File: src/rtl/ascon_serial_frontend_if.sv
// Signal bundle between the ASCON serial front-end, the GPIO-side load/unload
// streams and the parallel ASCON core.
interface ascon_serial_frontend_if #(
  parameter int LANES   = 1,
  parameter int KEY_W   = 128,
  parameter int NONCE_W = 128,
  parameter int AD_W    = 40,
  parameter int DATA_W  = 104,
  parameter int TAG_W   = 128,
  parameter int CNT_W   = 16
);
  logic               in_valid;
  logic [LANES-1:0]   key_si;
  logic [LANES-1:0]   nonce_si;
  logic [LANES-1:0]   ad_si;
  logic [LANES-1:0]   data_si;
  logic               start;
  logic               decrypt;
  logic [KEY_W-1:0]   core_key;
  logic [NONCE_W-1:0] core_nonce;
  logic [AD_W-1:0]    core_ad;
  logic [DATA_W-1:0]  core_din;
  logic               core_decrypt;
  logic               core_start;
  logic               core_ready;
  logic [DATA_W-1:0]  core_dout;
  logic [TAG_W-1:0]   core_tag;
  logic [LANES-1:0]   data_so;
  logic [LANES-1:0]   tag_so;
  logic               so_valid;
  logic               busy;
  logic               load_err;
  logic [CNT_W-1:0]   cycles;

  // Master is the pin/core environment, slave is the front-end itself.
  modport master (
    output in_valid, key_si, nonce_si, ad_si, data_si, start, decrypt,
           core_ready, core_dout, core_tag,
    input  core_key, core_nonce, core_ad, core_din, core_decrypt, core_start,
           data_so, tag_so, so_valid, busy, load_err, cycles
  );

  modport slave (
    input  in_valid, key_si, nonce_si, ad_si, data_si, start, decrypt,
           core_ready, core_dout, core_tag,
    output core_key, core_nonce, core_ad, core_din, core_decrypt, core_start,
           data_so, tag_so, so_valid, busy, load_err, cycles
  );
endinterface

File: src/rtl/ascon_serial_frontend.sv
// Serial front-end for the ASCON AEAD core: deserialises key/nonce/AD/data,
// starts the core, times it, and serialises the result and tag back out.
module ascon_serial_frontend #(
  parameter int LANES   = 1,
  parameter int KEY_W   = 128,
  parameter int NONCE_W = 128,
  parameter int AD_W    = 40,
  parameter int DATA_W  = 104,
  parameter int TAG_W   = 128,
  parameter int CNT_W   = 16
) (
  input logic clk,
  input logic rst_n,
  ascon_serial_frontend_if.slave bus
);
  localparam int MAX_KN    = (KEY_W > NONCE_W) ? KEY_W : NONCE_W;
  localparam int MAX_AD    = (AD_W > DATA_W) ? AD_W : DATA_W;
  localparam int MAX_IN    = (MAX_KN > MAX_AD) ? MAX_KN : MAX_AD;
  localparam int MAX_OUT   = (DATA_W > TAG_W) ? DATA_W : TAG_W;
  localparam int IN_BEATS  = MAX_IN / LANES;
  localparam int OUT_BEATS = MAX_OUT / LANES;
  localparam int ICW       = $clog2(IN_BEATS + 1);
  localparam int OCW       = $clog2(OUT_BEATS + 1);

  localparam logic [ICW-1:0] IN_LAST  = ICW'(IN_BEATS - 1);
  localparam logic [ICW-1:0] KEY_B    = ICW'(KEY_W / LANES);
  localparam logic [ICW-1:0] NONCE_B  = ICW'(NONCE_W / LANES);
  localparam logic [ICW-1:0] AD_B     = ICW'(AD_W / LANES);
  localparam logic [ICW-1:0] DATA_B   = ICW'(DATA_W / LANES);
  localparam logic [OCW-1:0] OUT_LAST = OCW'(OUT_BEATS - 1);

  typedef enum logic [2:0] {IDLE, LOADED, START, WAIT, UNLOAD} state_t;

  state_t             state_q;
  logic [ICW-1:0]     inCnt_q;
  logic [OCW-1:0]     outCnt_q;
  logic [KEY_W-1:0]   key_q;
  logic [NONCE_W-1:0] nonce_q;
  logic [AD_W-1:0]    ad_q;
  logic [DATA_W-1:0]  din_q;
  logic [DATA_W-1:0]  resSh_q;
  logic [TAG_W-1:0]   tagSh_q;
  logic               coreDec_q;
  logic               coreStart_q;
  logic               soValid_q;
  logic               loadErr_q;
  logic [CNT_W-1:0]   cycles_q;
  logic [CNT_W-1:0]   cycles_d;
  logic               lastBeat;

  assign cycles_d = (cycles_q == {CNT_W{1'b1}}) ? cycles_q : cycles_q + CNT_W'(1);
  // A beat that completes the load wins over a simultaneous start.
  assign lastBeat = bus.in_valid && (inCnt_q == IN_LAST);

  always_ff @(posedge clk or negedge rst_n) begin
    if (!rst_n) begin
      state_q     <= IDLE;
      inCnt_q     <= '0;
      outCnt_q    <= '0;
      key_q       <= '0;
      nonce_q     <= '0;
      ad_q        <= '0;
      din_q       <= '0;
      resSh_q     <= '0;
      tagSh_q     <= '0;
      coreDec_q   <= 1'b0;
      coreStart_q <= 1'b0;
      soValid_q   <= 1'b0;
      loadErr_q   <= 1'b0;
      cycles_q    <= '0;
    end else begin
      coreStart_q <= 1'b0;
      case (state_q)
        IDLE: begin
          if (bus.in_valid) begin
            if (inCnt_q < KEY_B)   key_q   <= (key_q << LANES)   | KEY_W'(bus.key_si);
            if (inCnt_q < NONCE_B) nonce_q <= (nonce_q << LANES) | NONCE_W'(bus.nonce_si);
            if (inCnt_q < AD_B)    ad_q    <= (ad_q << LANES)    | AD_W'(bus.ad_si);
            if (inCnt_q < DATA_B)  din_q   <= (din_q << LANES)   | DATA_W'(bus.data_si);
            inCnt_q <= inCnt_q + ICW'(1);
            if (lastBeat) state_q <= LOADED;
          end
          if (bus.start && !lastBeat) loadErr_q <= 1'b1;
        end
        LOADED: begin
          if (bus.start) begin
            coreDec_q   <= bus.decrypt;
            cycles_q    <= '0;
            loadErr_q   <= 1'b0;
            coreStart_q <= 1'b1;
            state_q     <= START;
          end
        end
        START: state_q <= WAIT;
        WAIT: begin
          cycles_q <= cycles_d;
          if (bus.core_ready) begin
            resSh_q   <= bus.core_dout;
            tagSh_q   <= bus.core_tag;
            outCnt_q  <= '0;
            soValid_q <= 1'b1;
            state_q   <= UNLOAD;
          end
        end
        UNLOAD: begin
          // Shifting in zeros makes a field drive 0 once it is exhausted.
          resSh_q  <= resSh_q >> LANES;
          tagSh_q  <= tagSh_q >> LANES;
          outCnt_q <= outCnt_q + OCW'(1);
          if (outCnt_q == OUT_LAST) begin
            soValid_q <= 1'b0;
            inCnt_q   <= '0;
            state_q   <= IDLE;
          end
        end
        default: state_q <= IDLE;
      endcase
    end
  end

  assign bus.core_key     = key_q;
  assign bus.core_nonce   = nonce_q;
  assign bus.core_ad      = ad_q;
  assign bus.core_din     = din_q;
  assign bus.core_decrypt = coreDec_q;
  assign bus.core_start   = coreStart_q;
  assign bus.data_so      = resSh_q[LANES-1:0];
  assign bus.tag_so       = tagSh_q[LANES-1:0];
  assign bus.so_valid     = soValid_q;
  assign bus.busy         = (state_q != IDLE) && (state_q != LOADED);
  assign bus.load_err     = loadErr_q;
  assign bus.cycles       = cycles_q;
endmodule

File: src/flat_wrapper.sv
// flat-port wrapper written by rule: the top's interface ports become plain ports
module ascon_serial_frontend_flat 
#(
  parameter int LANES   = 1,
  parameter int KEY_W   = 128,
  parameter int NONCE_W = 128,
  parameter int AD_W    = 40,
  parameter int DATA_W  = 104,
  parameter int TAG_W   = 128,
  parameter int CNT_W   = 16
)
  (clk, rst_n, bus_in_valid, bus_key_si, bus_nonce_si, bus_ad_si, bus_data_si, bus_start, bus_decrypt, bus_core_ready, bus_core_dout, bus_core_tag, bus_core_key, bus_core_nonce, bus_core_ad, bus_core_din, bus_core_decrypt, bus_core_start, bus_data_so, bus_tag_so, bus_so_valid, bus_busy, bus_load_err, bus_cycles);
  ascon_serial_frontend_if #(.LANES(LANES), .KEY_W(KEY_W), .NONCE_W(NONCE_W), .AD_W(AD_W), .DATA_W(DATA_W), .TAG_W(TAG_W), .CNT_W(CNT_W)) bus_i ();
  input logic clk;
  input logic rst_n;
  input wire logic [$bits(bus_i.in_valid)-1:0] bus_in_valid;
  input wire logic [$bits(bus_i.key_si)-1:0] bus_key_si;
  input wire logic [$bits(bus_i.nonce_si)-1:0] bus_nonce_si;
  input wire logic [$bits(bus_i.ad_si)-1:0] bus_ad_si;
  input wire logic [$bits(bus_i.data_si)-1:0] bus_data_si;
  input wire logic [$bits(bus_i.start)-1:0] bus_start;
  input wire logic [$bits(bus_i.decrypt)-1:0] bus_decrypt;
  input wire logic [$bits(bus_i.core_ready)-1:0] bus_core_ready;
  input wire logic [$bits(bus_i.core_dout)-1:0] bus_core_dout;
  input wire logic [$bits(bus_i.core_tag)-1:0] bus_core_tag;
  output wire logic [$bits(bus_i.core_key)-1:0] bus_core_key;
  output wire logic [$bits(bus_i.core_nonce)-1:0] bus_core_nonce;
  output wire logic [$bits(bus_i.core_ad)-1:0] bus_core_ad;
  output wire logic [$bits(bus_i.core_din)-1:0] bus_core_din;
  output wire logic [$bits(bus_i.core_decrypt)-1:0] bus_core_decrypt;
  output wire logic [$bits(bus_i.core_start)-1:0] bus_core_start;
  output wire logic [$bits(bus_i.data_so)-1:0] bus_data_so;
  output wire logic [$bits(bus_i.tag_so)-1:0] bus_tag_so;
  output wire logic [$bits(bus_i.so_valid)-1:0] bus_so_valid;
  output wire logic [$bits(bus_i.busy)-1:0] bus_busy;
  output wire logic [$bits(bus_i.load_err)-1:0] bus_load_err;
  output wire logic [$bits(bus_i.cycles)-1:0] bus_cycles;
  assign bus_i.in_valid = bus_in_valid;
  assign bus_i.key_si = bus_key_si;
  assign bus_i.nonce_si = bus_nonce_si;
  assign bus_i.ad_si = bus_ad_si;
  assign bus_i.data_si = bus_data_si;
  assign bus_i.start = bus_start;
  assign bus_i.decrypt = bus_decrypt;
  assign bus_i.core_ready = bus_core_ready;
  assign bus_i.core_dout = bus_core_dout;
  assign bus_i.core_tag = bus_core_tag;
  assign bus_core_key = bus_i.core_key;
  assign bus_core_nonce = bus_i.core_nonce;
  assign bus_core_ad = bus_i.core_ad;
  assign bus_core_din = bus_i.core_din;
  assign bus_core_decrypt = bus_i.core_decrypt;
  assign bus_core_start = bus_i.core_start;
  assign bus_data_so = bus_i.data_so;
  assign bus_tag_so = bus_i.tag_so;
  assign bus_so_valid = bus_i.so_valid;
  assign bus_busy = bus_i.busy;
  assign bus_load_err = bus_i.load_err;
  assign bus_cycles = bus_i.cycles;
  ascon_serial_frontend #(.LANES(LANES), .KEY_W(KEY_W), .NONCE_W(NONCE_W), .AD_W(AD_W), .DATA_W(DATA_W), .TAG_W(TAG_W), .CNT_W(CNT_W)) u_core (.clk(clk), .rst_n(rst_n), .bus(bus_i));
endmodule
File: config.mk
export PLATFORM = sky130hd
export DESIGN_NAME = ascon_serial_frontend_flat
export DESIGN_NICKNAME = d
export VERILOG_FILES = /design/src/rtl/ascon_serial_frontend_if.sv /design/src/rtl/ascon_serial_frontend.sv /design/src/flat_wrapper.sv
export SDC_FILE = /design/constraint.sdc
export NUM_CORES = 1
export LEC_CHECK = 0
export CAP_MARGIN = 20
export CORE_AREA = 2 2 255 257
export DETAILED_ROUTE_END_ITERATION = 7
export DIE_AREA = 0 0 257 259
export GPL_ROUTABILITY_DRIVEN = 0
export HOLD_SLACK_MARGIN = 0.05
export PLACE_DENSITY = 0.72
export SETUP_SLACK_MARGIN = 0.02
export SYNTH_ARGS = -nofsm -noshare
export SYNTH_HDL_FRONTEND = slang
export SYNTH_SLANG_ARGS = --single-unit
export TNS_END_PERCENT = 10
File: constraint.sdc
create_clock -name clk -period 2 [get_ports clk]
set_clock_uncertainty 0.15 [all_clocks]
set_input_delay 0.2 -clock clk [delete_from_list [all_inputs] [get_ports clk]]
set_output_delay 0.2 -clock clk [all_outputs]
set_load 0.01 [all_outputs]
# Word-level counts from Yosys, hierarchy flattened
# Cells that the tools add are included.
# W data, S select, Z words.
classes:
  n_mux: 26
  n_lt_le_gt_ge: 3
  n_bitwise: 4
  add_sub_neg: 3
  eq_ne: 15
  n_reduce_logical: 20
op_table:
  columns: ["op", "n"]
  rows:
  - ["$or A128 B1 Y128", 2]
  - ["$pmux W128 S2", 1]
  - ["$pmux W104 S2", 1]
  - ["$mux W128", 1]
  - ["$mux W104", 1]
  - ["$or A104 B1 Y104", 1]
  - ["$or A40 B1 Y40", 1]
  - ["$mux W16", 2]
  - ["$pmux W16 S2", 1]
  - ["$pmux W8 S2", 2]
  - ["$mux W8", 3]
  - ["$reduce_and A3 Y1", 7]
  - ["$add A16 B1 Y16 const B", 1]
  - ["$add A8 B1 Y8 const B", 2]
  - ["$eq A16 B16 Y1 const B", 1]
  - ["$eq A8 B7 Y1 const B", 2]
  - ["$mux W3", 5]
  - ["$pmux W3 S5", 1]
  - ["$lt A8 B6 Y1 const B", 1]
  - ["$lt A8 B7 Y1 const B", 1]
  - ["$lt A8 B8 Y1 const B", 1]
  - ["$ne A2 B2 Y1 const B", 4]
  - ["$reduce_bool A2 Y1", 4]
  - ["$eq A3 B2 Y1 const B", 2]
  - ["other kinds (12)", 23]
word_totals:
  word_cells: 85
  output_inout_bits: 423
  reg_bits: 671
  input_bits: 242

# Depth between registers and ports, before layout
# Gate-level depths: netlist of run 1.
depth:
  word_depth: 6
  mapped_depth: 10
  mapped_depth_nobuf: 6

# Least setup slack after synthesis of run 1
# OpenSTA, ideal clock, no wires.
synth_timing:
  path_type: "reg2reg"
  from: "register u_core.state_q[0]"
  to: "register u_core.inCnt_q[0]"
  synth_period_minus_slack_ns: 1.885
  path_stages_with_launch: 7
  t_required_ns: 1.727
  path_slack_ns: 0.115
  setup_ns: 0.123
  path_buffers: 1
  arrival_time_ns: 1.611
  path_cell_list: "dfrtp_1 -> buf_6 -> or3b_4 -> or2_4 -> nor3_4 -> nand3b_1 -> o21ai_1"
synth_between:
  elab_chain_cells: 3
  elab_cells_between_ends: 7
  classes_between: "3 x eq/ne; 1 x mux; 3 x reduce/logical"
synth_rtl:
  columns: ["item", "line", "source"]
  rows:
  - ["start, declared", "ascon_serial_frontend.sv:34", "state_t state_q;"]
  - ["start signal, assigned", "ascon_serial_frontend.sv:57", "state_q <= IDLE;"]
  - ["start signal, assigned", "ascon_serial_frontend.sv:81", "if (lastBeat) state_q <= LOADED;"]
  - ["start signal, assigned", "ascon_serial_frontend.sv:91", "state_q <= START;"]
  - ["$eq A3 B3 Y1 / $logic_not A3 Y1 (equally long branches)", "ascon_serial_frontend.sv:73", "case (state_q)"]
  - ["$ne A2 B1 Y1 (no line) (tied with other cells)", null, null]
  - ["$reduce_and A3 Y1 (no line)", null, null]
  - ["end signal, assigned", "ascon_serial_frontend.sv:80", "inCnt_q <= inCnt_q + ICW'(1);"]
  - ["end, declared", "ascon_serial_frontend.sv:35", "logic [ICW-1:0] inCnt_q;"]
# Parallel ways exist; a longest one is shown, timed or not.
# A chain may end at the register's enable or synchronous reset.

# Final worst setup path of run 1
layout_timing:
  from: "register u_core.state_q[1]"
  to: "register u_core.resSh_q[55]"
layout_between:
  elab_chain_cells: 3
  elab_cells_between_ends: 6
  classes_between: "3 x eq/ne; 1 x mux; 2 x reduce/logical"
layout_rtl:
  columns: ["item", "line", "source"]
  rows:
  - ["$eq A3 B2 Y1 / $eq A3 B3 Y1 (equally long branches)", "ascon_serial_frontend.sv:73", null]
  - ["$ne A2 B2 Y1 (no line) / $reduce_bool A2 Y1 (equally long branches)", null, null]
  - ["$reduce_and A2 Y1 (no line)", null, null]
  - ["end signal, assigned", "ascon_serial_frontend.sv:98", "resSh_q <= bus.core_dout;"]
  - ["end signal, assigned", "ascon_serial_frontend.sv:107", "resSh_q <= resSh_q >> LANES;"]
  - ["end, declared", "ascon_serial_frontend.sv:41", "logic [DATA_W-1:0] resSh_q;"]
# Parallel ways exist; a longest one is shown, timed or not.

==> run metrics, run 1 <==
CTS root buf=clkbuf_16; clock sink total=671; post-synthesis register bit count=671; type of origin of the critical path=flip-flop; post-route cell area=about 39000 sq um; synth-to-layout area growth=49.1%; synth warn=0; Multi-input gate area=roughly 8900 sq um; share of layout cells above drive strength 1=0.232; CP Capture Type=flip-flop; full die area=roughly 67000 sq um; CP Buf/Inv Count=4; Max stage delay cell, worst path=or3b_4; max-cap viol count=0; Post-Synth Adder-Cell Area=0.00143; hold path cells=3; Rows=93; Synth Net Count=2321; synth cell count leaders=671 x dfrtp_1, 399 x mux2_2, 366 x nor2_1; Top FF cell, synth=dfrtp_1; Clock Path Buffers=3; first-pass GRT wire length=119000 um; FMAX=around 500 MHz; initial core utilization=0.411; DP Area=approximately 35000 sq um; Synth area leaders=dfrtp_1 64%, mux2_2 17%, nor2_1 5.2%; top cell type by total area after synthesis=dfrtp_1; setup ws final=-0.00934 ns; CTS tree=yes; Worst Path Max Fanout=15; Post-Syn Instances=around 2100; Final setup viols=1; peak supply drop=0.000723 V; most common cell in the netlist=dfrtp_1; vias per cell=roughly 5.2; Std-Cell Core Area=~64000 sq um; post-route ant nets=0; Pre-Repair DR Iteration Count=5; PortBufs=approximately 660; violated checks=negative setup slack; Worst Hold Class=input port to flip-flop; GRT Util Overall=0.226; Syn Area/Cell=between 10 and 15 sq um; mux cell area share after synthesis=0.172; WS Path Type=flip-flop to flip-flop; status=complete, but fails checks; Tot Pwr=0.0373 W; initial antenna violation count=16; sequential area share after synthesis=0.640; Post-Syn Area=approximately 26000 sq um; DR iter-0 viols=1303; H-tree levels=3; Pwr Density=953 nW/um^2; total wire length=78800 um; Post-synth ARST share=1.00; vias in the first global route=20900; largest family of logic cells by synthesized area=multiplexers; crit-path max cell delay=~0.44 ns; Top-Level Pins=about 670; routed vias=around 20000; Pins Over Slew Limit=0; minimum clock period after layout=approximately 2.0 ns; Synth cell types=50; final routed DRC violation total=0; Simple-Gate Fraction of Synth Area=0.0872; Fill cells=4677; DP HPWL=between 50000 and 60000 um; Critical Path RT=approximately 2.4 ns; post-DR wirelength/cell=between 20 and 25 um; # nets final=between 3000 and 4000; Worst Tran Pin Value=roughly 0.43 ns; TritonCTS buffer count=between 70 and 80; FF/Latch Area=16800 sq um; grt ovf=0; largest net degree at the start of global routing=around 110; die width=about 260 um; met1 usage in global routing=0.272; Crit path arrival time=2.37 ns; Reg2Reg Depth=8; RSZ-0062 raised after global routing=true; critical-path cell list=buf_6 -> or3b_4 -> buf_6 -> nand2_8 -> buf_12 -> buf_12 -> nor2_1 -> nor2_1; xor-xnor portion of the synthesized cell area=0.00167; met2 usage=0.391; Worst slew margin=0.714; final period utilization=1.00; post-synth top area share=0.640; Post-synth EDFFs=0; final hold vios=0; Most Crowded Layer GR=met2; Top delay family on crit path=simple AND/OR/NAND/NOR gates; Worst-path clk slew=about 0.06 ns; critical path depth=8; Pleak=18.0 nW; Die Span Y=around 260 um; worst-skew pair later-pin latency=roughly 0.60 ns; TNS Setup=-0.00934 ns; met3 usage=0.0433; Synth Area in Compound Gates=0.0729
==> metrics by stage <==
| step | setup WS (ns) | hold WS [ns] | instances | util |
|---|---|---|---|---|
| detailed placement | -0.322 | -0.0225 | 3589 | 0.544 |
| global route | -0.0774 | 0.0626 | 3873 | 0.612 |
| global placement | -0.322 | -0.0242 | 3589 | 0.544 |
| finish | -0.00934 | 0.0646 | 3874 | 0.612 |
| CTS | -0.00912 | 0.0504 | 3843 | 0.603 |
| floorplan | 0.115 | -0.246 | 2076 | - |
==> cell families (layout without fill, tap and decap cells) <==
group	after synthesis	in the layout
flip-flops	671	671
AO/OA/AOI/OAI	296	296
adder cells (fa/ha/maj)	3	3
buffers and inverters	135	1066
multiplexers	401	401
XOR/XNOR	5	5
other	0	12
AND/OR/NAND/NOR	565	565
==> report_power, final <==
group,internal [W],switching [W]
Clock,0.00819,0.00553
Combinational,0.00369,0.00292
Sequential,0.0155,0.00145
==> layer usage <==
metal  routed length [um]  up-vias
met4                 3700        8
met1                30500    10100
met3                 4020      213
li1                     -     9054
met5                   60        -
met2                40500      728
==> worst paths after layout <==
check / slack (ns) / startpoint / to
worst min-delay path: 0.06 / bus_core_tag[93] / u_core.tagSh_q[93]
worst max-delay path: -0.009 / u_core.state_q[1] / u_core.resSh_q[55]
max in group asynchronous: 1.05 / rst_n / u_core.bus.core_din[11]
worst max register to register: -0.009 / u_core.state_q[1] / u_core.resSh_q[55]
min in group asynchronous: 0.11 / rst_n / u_core.bus.core_nonce[78]
worst min register to register: 0.33 / u_core.tagSh_q[82] / u_core.tagSh_q[82]
==> final cells by class <==
cell class	count	share of cell area
diodes	12	0.000768
clock buffers	100	0.0540
well taps	855	0.0274
repair buffers	934	0.251
multi-input cells	1270	0.228
clock inverters	25	0.00861
inverters	7	0.000672
flip-flops and latches	671	0.430
==> worst register-to-register path, delay by kind of cell, from the launching register on <==
kind / cells / cell delay [ns]
DFF: 1 / 0.41
buffers and inverters: 4 / 0.62
and+or+nand+nor: 4 / 0.76
==> registers in the layout, indices dropped and copies added, names as in the netlist <==
signal	count
u_core.bus.core_ad	40
u_core.state_q	3
u_core.bus.so_valid	1
u_core.bus.core_start	1
u_core.tagSh_q	128
u_core.bus.core_nonce	128
u_core.inCnt_q	8
u_core.bus.core_din	104
u_core.resSh_q	104
u_core.bus.cycles	16
u_core.bus.load_err	1
u_core.outCnt_q	8
u_core.bus.core_key	128
u_core.bus.core_decrypt	1
==> layout by cell type (no fill, tap or decap), types with 8 or more instances in the layout <==
cell,count
buf_4,76
clkbuf_8,14
dfrtp_2,10
o21ai_0,27
nor2_1,359
clkdlybuf4s50_1,599
buf_12,41
dfrtp_1,661
diode_2,12
clkbuf_1,11
nand2_1,145
o22ai_1,169
buf_6,19
a21oi_1,8
dlygate4sd2_1,37
dlymetal6s2s_1,26
clkinv_2,13
dlygate4sd3_1,122
clkbuf_16,85
mux2_2,397
a22oi_1,57
nand3_1,15
==> timing repair <==
item	in CTS	in global routing
endpoints found under the setup margin	155	613
hold buffers	123	0
cloned	1	16
buffers inserted	5	3
pin swaps	0	15
hold endpoints to repair	792	0
resized for setup	54	71
No activity file was read; power rests on OpenSTA's default activity.
==> inputs of run 2 (changes only) <==
==> constraint.sdc (replaced) <==
create_clock -name clk -period 2 [get_ports clk]
set_clock_uncertainty 0.15 [all_clocks]
set_input_delay 0.4 -clock clk [delete_from_list [all_inputs] [get_ports clk]]
set_output_delay 0.4 -clock clk [all_outputs]
set_load 0.01 [all_outputs]
==> run 2 against run 1 <==
Net effect:
- fmax shrank 1.2%
- sequential share of layout area rose by 2.4 points
- the flow still finishes with violations (negative setup slack)
- setup slack got worse by 0.024 ns
- routed wire length down 3.9%
- largest cell class unchanged
- non-clock buffer count down 138
- critical path type is now flip-flop to output pin
- die area is the same
==> run metrics, run 2 (same netlist as run 1, synthesis figures left out) <==
status=complete, but fails checks; violated checks=negative setup slack; TritonCTS buffer count=between 70 and 80; largest net degree at the start of global routing=~110; GRT Util Overall=0.220; most common cell after layout, fill and taps aside=dfrtp_1; DP Area=approximately 35000 sq um; PortBufs=664; type of origin of the critical path=flip-flop; peak supply drop=approximately 0.0006 V; total wire length=between 70000 and 80000 um; RSZ-0062 raised after global routing=true; most frequent cells in the layout=660 x dfrtp_1, 417 x dlygate4sd2_1, 398 x mux2_2; Top-Level Pins=about 670; CTS tree=yes; setup ws final=-0.0338 ns; full die area=66600 sq um; pre-CTS WS=-0.485 ns; Pre-Repair DR Iteration Count=5; worst-skew pair later-pin latency=between 0.6 and 0.7 ns; Std-Cell Core Area=between 60000 and 70000 sq um; max-cap viol count=0; Crit path arrival time=1.48 ns; vias per cell=just over 5; WS Path Type=flip-flop to output pin; Pleak=18.6 nW; synth-to-layout area growth=41.2%; reg-to-reg setup timing slack=0.01 ns; Layout Utilization=0.580; Worst Tran Pin Value=between 0.4 and 0.5 ns; post-route cell area=approximately 37000 sq um; TNS Setup=-0.0338 ns; grt ovf=0; Worst Path Max Fanout=4; Rows=93; clock sink total=approximately 670; DP HPWL=54400 um; final hold vios=0; final period utilization=1.02; minimum clock period after layout=2.03 ns; initial antenna violation count=15; DR iter-0 viols=approximately 1200; DP Cell Count=~3600; H-tree levels=3; share of layout cells above drive strength 1=0.238; Worst Hold Class=input port to async pin; first-pass GRT wire length=115000 um; Die Span Y=about 260 um; vias in the first global route=19900; post-route ant nets=0; Worst-path clk slew=~0.06 ns; Critical Path RT=~1.5 ns; # nets final=just over 3000; Final setup viols=1; final routed DRC violation total=0; CTS root buf=clkbuf_16; Pwr Density=980 nW/um^2; CP Capture Type=output pin; Worst slew margin=0.671; initial core utilization=0.411; routed vias=19200; die width=roughly 260 um; post-DR wirelength/cell=20.2 um; FMAX=a little under 500 MHz; final cell count without fillers=3741; Clock Path Buffers=3; Pins Over Slew Limit=0
==> run 2: cell count changes in the layout (fill, tap and decap cells not counted), sizes merged, moves of 3 or more <==
cell           before  now
dlygate4sd2        37  417
clkdlybuf4s50     599  240
dlygate4sd3       122    1
dlymetal6s2s       26    0
buf               140  131
clkinv             15   10
clkdlybuf4s15       0    3
clkinvlp            1    4
inv                10   13
==> run 2: where the power goes <==
part           total [W]  internal [W]  switching (W)  leakage [nW]
registers         0.0169        0.0155        0.00142          8.42
logic            0.00571       0.00292        0.00279          8.92
clock network     0.0137       0.00810        0.00555          1.21
total             0.0363        0.0265        0.00975          18.6
==> run 2: timing repair <==
item	CTS	global route
pin swaps	0	4
cloned	0	6
endpoints found under the hold margin	286	0
gates resized for setup	442	34
hold buffers	1	0
buffers inserted	6	4
setup endpoints to repair	513	308
==> run 2: worst max-delay path, cell delays in order (launching register included) <==
cell     delay, ns
dfrtp_1       0.39
buf_6         0.13
or2_4         0.24
buf_6         0.12
==> run 2: worst paths after layout <==
check | start | endpoint | cells after the start
max | u_core.state_q[1] | bus_busy | 3
min | rst_n | u_core.bus.core_nonce[72] | 2
max reg2reg | u_core.state_q[2] | u_core.bus.core_din[13] | 7
min reg2reg | u_core.tagSh_q[64] | u_core.tagSh_q[64] | 2
max in group asynchronous | rst_n | u_core.bus.core_din[44] | 4
min in group clk | bus_core_tag[127] | u_core.tagSh_q[127] | 3
==> run 2: per-layer routing <==
metal | track usage | part of all wire | wire (um) | vias up
li1 | - | - | - | 8797
met2 | 0.378 | 0.51 | 38800 | 649
met1 | 0.264 | 0.39 | 29300 | 9647
met4 | 0.102 | 0.039 | 2970 | 6
met5 | 0 | 0.00050 | 38 | -
met3 | 0.0480 | 0.060 | 4510 | 150
==> run 2: through the flow <==
| stage | power [W] | hold slack, ns |
|---|---|---|
| floorplan | 0.0195 | -0.0456 |
| global placement | 0.0231 | 0.132 |
| detailed placement | 0.0234 | 0.134 |
| CTS | 0.0366 | 0.0624 |
| global route | 0.0379 | 0.108 |
| finish | 0.0363 | 0.105 |
==> run 2: cell type report <==
class | count | area [sq um]
clock buffers | 105 | 2170
well taps | 855 | 1070
fillers | 5192 | 26800
multi-input cells | 1270 | 8900
diodes | 13 | 32.5
clock inverters | 24 | 287
inverters | 7 | 26.3
repair buffers | 796 | 7750
flip-flops and latches | 671 | 16800
